## config.mk

```make
export PLATFORM = sky130hd
export DESIGN_NAME = mod_n_counter
export DESIGN_NICKNAME = d
export VERILOG_FILES = /design/src/rtl/counter_pkg.sv /design/src/rtl/tff_cell.sv /design/src/rtl/mod_n_counter.sv
export SDC_FILE = /design/constraint.sdc
export NUM_CORES = 1
export LEC_CHECK = 0
export BUFFER_PORTS_ARGS = -buffer_cell sky130_fd_sc_hd__buf_2
export CAP_MARGIN = 20
export CORE_AREA = 2 2 39 41
export DETAILED_ROUTE_END_ITERATION = 8
export DIE_AREA = 0 0 41 43
export HOLD_SLACK_MARGIN = 0.08
export PLACE_DENSITY = 0.79
export SETUP_SLACK_MARGIN = 0.3
export SLEW_MARGIN = 5
export SYNTH_ARGS = -nofsm -noshare
export SYNTH_HDL_FRONTEND = slang
export SYNTH_SLANG_ARGS = --single-unit
```

## constraint.sdc

```tcl
create_clock -name clk -period 1.5 [get_ports clk]
set_input_delay 0.225 -clock clk [delete_from_list [all_inputs] [get_ports clk]]
set_output_delay 0.225 -clock clk [all_outputs]
set_load 0.1 [all_outputs]
```

## src/rtl/counter_pkg.sv

```systemverilog
// Shared definitions for the counter family: width helper and direction encodings.
// Imported by every counter module so direction polarity is defined in one place.
package counter_pkg;

    localparam logic CNT_UP = 1'b1;
    localparam logic CNT_DN = 1'b0;

    // Smallest n with 2**n >= value; returns 0 for value <= 1.
    function automatic int clog2(input int value);
        int result;
        result = 0;
        while ((64'd1 << result) < 64'(value)) begin
            result = result + 1;
        end
        return result;
    endfunction

endpackage

```

## src/rtl/tff_cell.sv

```systemverilog
// Single T flip-flop with asynchronous active-high reset to a per-instance value.
// The counter builds its state register from a bank of these cells.
module tff_cell #(
    parameter logic RST_VAL = 1'b0
) (
    input  logic clk,
    input  logic rst,
    input  logic t_i,
    output logic q_o
);

    logic q_q;

    always_ff @(posedge clk or posedge rst) begin
        if (rst) begin
            q_q <= RST_VAL;
        end else if (t_i) begin
            q_q <= ~q_q;
        end
    end

    assign q_o = q_q;

endmodule

```

## src/rtl/mod_n_counter.sv

```systemverilog
// Parametrised up/down modulo-N counter with clear, load and cascade outputs.
// State lives in a T-FF bank driven by the XOR of current and next count.
module mod_n_counter
    import counter_pkg::*;
#(
    parameter int MODULUS    = 9,
    parameter int INIT_VALUE = 0,
    localparam int WIDTH     = (clog2(MODULUS) < 1) ? 1 : clog2(MODULUS)
) (
    input  logic             clk,
    input  logic             rst,
    input  logic             en,
    input  logic             up_dn,
    input  logic             sclr,
    input  logic             load,
    input  logic [WIDTH-1:0] load_val,
    output logic [WIDTH-1:0] count,
    output logic             tc,
    output logic             wrap,
    output logic             load_err
);

    if ((MODULUS < 2) || (MODULUS > 65536)) begin : g_bad_modulus
        $error("mod_n_counter: MODULUS must be in 2..65536");
    end
    if ((INIT_VALUE < 0) || (INIT_VALUE >= MODULUS)) begin : g_bad_init
        $error("mod_n_counter: INIT_VALUE must be below MODULUS");
    end

    localparam logic [WIDTH-1:0] MAX_CNT  = WIDTH'(MODULUS - 1);
    localparam logic [WIDTH-1:0] INIT_CNT = WIDTH'(INIT_VALUE);
    localparam logic [31:0]      MOD_U    = MODULUS;

    logic [WIDTH-1:0] count_q;
    logic [WIDTH-1:0] count_d;
    logic [WIDTH-1:0] toggle;
    logic             loadInRange;
    logic             wrap_q;
    logic             loadErr_q;

    assign loadInRange = ({{(32-WIDTH){1'b0}}, load_val} < MOD_U);

    // Next count; wraps go straight to the far end so MODULUS never appears.
    always_comb begin
        count_d = count_q;
        if (sclr) begin
            count_d = '0;
        end else if (load) begin
            if (loadInRange) begin
                count_d = load_val;
            end
        end else if (en) begin
            if (up_dn == CNT_UP) begin
                count_d = (count_q == MAX_CNT) ? '0 : count_q + 1'b1;
            end else begin
                count_d = (count_q == '0) ? MAX_CNT : count_q - 1'b1;
            end
        end
    end

    assign toggle = count_q ^ count_d;

    for (genvar i = 0; i < WIDTH; i++) begin : g_tff
        tff_cell #(
            .RST_VAL (INIT_CNT[i])
        ) u_tff (
            .clk (clk),
            .rst (rst),
            .t_i (toggle[i]),
            .q_o (count_q[i])
        );
    end

    assign tc = en & ~sclr & ~load &
                ((up_dn == CNT_UP) ? (count_q == MAX_CNT) : (count_q == '0));

    always_ff @(posedge clk or posedge rst) begin
        if (rst) begin
            wrap_q    <= 1'b0;
            loadErr_q <= 1'b0;
        end else begin
            wrap_q    <= tc;
            loadErr_q <= ~sclr & load & ~loadInRange;
        end
    end

    assign count    = count_q;
    assign wrap     = wrap_q;
    assign load_err = loadErr_q;

endmodule

```

==> results_dict.tcl <==
set metrics [dict create \
    multi_input_area_um2 409 \
    wl_per_cell_um 16.3 \
    grt-ovfl-total 0 \
    finalCriticalPeriod_ps 1780 \
    ys_ff_latch 6 \
    crit_fanout 2 \
    power_density_nw_per_um2 755 \
    reg2reg_depth 12 \
    synth_xor_area_frac 0.0324 \
    place_hpwl_um 1100 \
    dieArea_um2 1760 \
    skew_ps 6.33 \
    worstSetupPathType "flip-flop to output pin" \
    core_um2 1380 \
    root_buffer "clkbuf_4" \
    drt-initial-drc-count 7 \
    grt_pass1_wl_um 3140 \
    clkTransAtPathRegs_ps 40 \
    yosysWarnings 0 \
    cap_violations 0 \
    final_cell_mix "buf_4, buf_2, nor2_1, buf_6" \
    worstSetupEndpointType "output pin" \
    stdcell_count 122 \
    cts_tree "yes" \
    yosysSeqAreaShare 0.278 \
    initial_core_util 0.391 \
    ios 17 \
    power_switching_uw 305 \
    clkLatencyLatePin_ps 250 \
    synth_area_per_cell_um2 7.83 \
    cts_sinks 6 \
    crit_start "g_tff[0].u_tff.q_o" \
    syn_inst 69 \
    wirelength_um 1990 \
    power_frac_comb 0.542 \
    status "finished, violations left" \
    max-vdd-ir-drop_uv 334 \
    crit_path_end "tc" \
    syn_to_final_growth_pct 83.8 \
    cts_buffers 3 \
    synthMuxAreaShare 0 \
    slew_violations 0 \
    grt_max_degree 11 \
    antenna_found_initial 0 \
    yosys.area_share.simple 0.255 \
    finalWeightedCongestion 0.923 \
    die_h_um 43 \
    fillers 86 \
    first_global_vias 673 \
    cp-start-kind "flip-flop" \
    hold_path.class "primary input to flip-flop" \
    yosysUniqueCellTypes 25 \
    grt.total_usage 0.271 \
    reg2reg_slack_ps -250 \
    switching_share 0.406 \
    violations "setup timing" \
    maxSlewHeadroom 0.801 \
    regArea_um2 154 \
    dp.cells 102 \
    setup_viol 5 \
    synth_compound_area_frac 0.243 \
    synthAdderAreaFrac 0.0463 \
    die_w_um 41 \
    pwr-share-seq 0.248 \
    clock.fmax_mhz 561 \
    fin_ws_ps -282 \
    synth_area_um2 541 \
    diodes 0 \
    vias_per_cell 5.43 \
    vias 663 \
    fin_crit_sh 1.19 \
    layout_commonest_cell "buf_4" \
    drive_gt1_frac 0.604 \
    drcViolationCount 0 \
    required_ps 1270 \
    cp.arrival_ps 1560 \
    finalHoldViolCount 0 \
    p_total_uw 750 \
    finalNetCount 120 \
    rsz0062_at_grt "true" \
    tightest_slew_ps 296 \
    clockBufferDepth 2 \
    r2r_end "g_tff[0].u_tff.q_o" \
    p_clk_frac 0.210 \
    rows 14 \
    final_util 0.718 \
    cts-htree-levels 1 \
    r2r_start "g_tff[0].u_tff.q_o" \
    route.antenna.remaining_nets 0 \
    first_pass_iters 4 \
    synth_top_family_by_area "simple AND/OR/NAND/NOR gates" \
    p_leak_uw 0.000434 \
    whs_ps 216 \
    p_int_uw 445 \
    syn_nets 81 \
    io_buffers 16 \
]
-- metrics by stage --
| step | instance area [µm²] | TNS, ps | setup WS (ps) |
|---|---|---|---|
| detailed placement | 697 | -157 | -74.4 |
| floorplan | 571 | -1200 | -606 |
| global placement | 697 | -32.3 | -32.3 |
| CTS | 962 | -511 | -208 |
| global route | 993 | -1110 | -361 |
| finish | 993 | -781 | -282 |
-- critical path, cell delays in order, from the launching register on --
cell and delay [ps]:
dfrtp_2 420, inv_4 70, ha_4 130, nand3b_1 190, nor4_4 270, buf_12 220
-- registers in the layout (all words and copies together), names as in the netlist --
signal           cells
wrap                 1
load_err             1
g_tff.u_tff.q_o      4
-- Yosys cell counts, drive strengths merged --
cell	n	area, µm²
a311o	1	10.0
nor2	8	30.0
o221ai	2	17.5
xnor2	2	17.5
o21ba	1	10.0
buf	7	52.6
nand2b	3	18.8
nand3b	3	22.5
nor4	1	6.26
a21oi	4	20.0
nor3	3	15.0
ha	2	25.0
a211oi	2	15.0
nand2	4	15.0
nor4b	1	8.76
and3	1	7.51
inv	6	22.5
o22ai	2	12.5
clkbuf	1	3.75
nand4b	1	8.76
a2111oi	1	8.76
nand3	1	5.00
o21ai	4	20.0
dfrtp	6	150
a221oi	2	17.5
-- repair_timing --
item | CTS | global route
resized for setup | 29 | 9
pin swaps | 7 | 4
hold buffers | 1 | 0
endpoints found under the hold margin | 6 | 0
endpoints found under the setup margin | 12 | 10
setup buffers | 15 | 1
-- logic make-up (layout without fill, tap and decap cells) --
family	Yosys count	count (layout)
xor+xnor	2	2
fa+ha+maj	2	2
simple gates	26	26
compound gates	19	19
buf+inv	14	51
flops	6	6
-- layer usage --
| layer | track usage | routed length (µm) |
|---|---|---|
| met4 | 0.147 | 42 |
| met1 | 0.310 | 807 |
| met3 | 0.0471 | 78 |
| met2 | 0.447 | 1060 |
| met5 | 0 | 0 |
-- cell type report --
type,count,share of cell area
Multi-Input combinational cell,49,0.412
Timing Repair Buffer,42,0.365
Inverter,6,0.0252
Tap cell,16,0.0202
Sequential cell,6,0.155
Clock buffer,3,0.0227
-- how the worst min path moves through the flow --
| stage | from | to | cells after the start |
|---|---|---|---|
| finish | load_val[3] | load_err | 3 |
| global route | load_val[3] | load_err | 3 |
| CTS | load_val[3] | load_err | 3 |
| detailed placement | rst | g_tff[3].u_tff.q_o | 2 |
| global placement | rst | g_tff[3].u_tff.q_o | 2 |
| floorplan | rst | g_tff[2].u_tff.q_o | 1 |
-- power groups by stage --
stage	logic (µW)	registers [µW]	clock network (µW)
3_3_place_gp	266	186	0
5_1_grt	431	188	169
2_1_floorplan	187	202	0
4_1_cts	380	183	148
3_5_place_dp	269	187	0
6_report	407	186	157
Power figures use the tool's default switching activity.
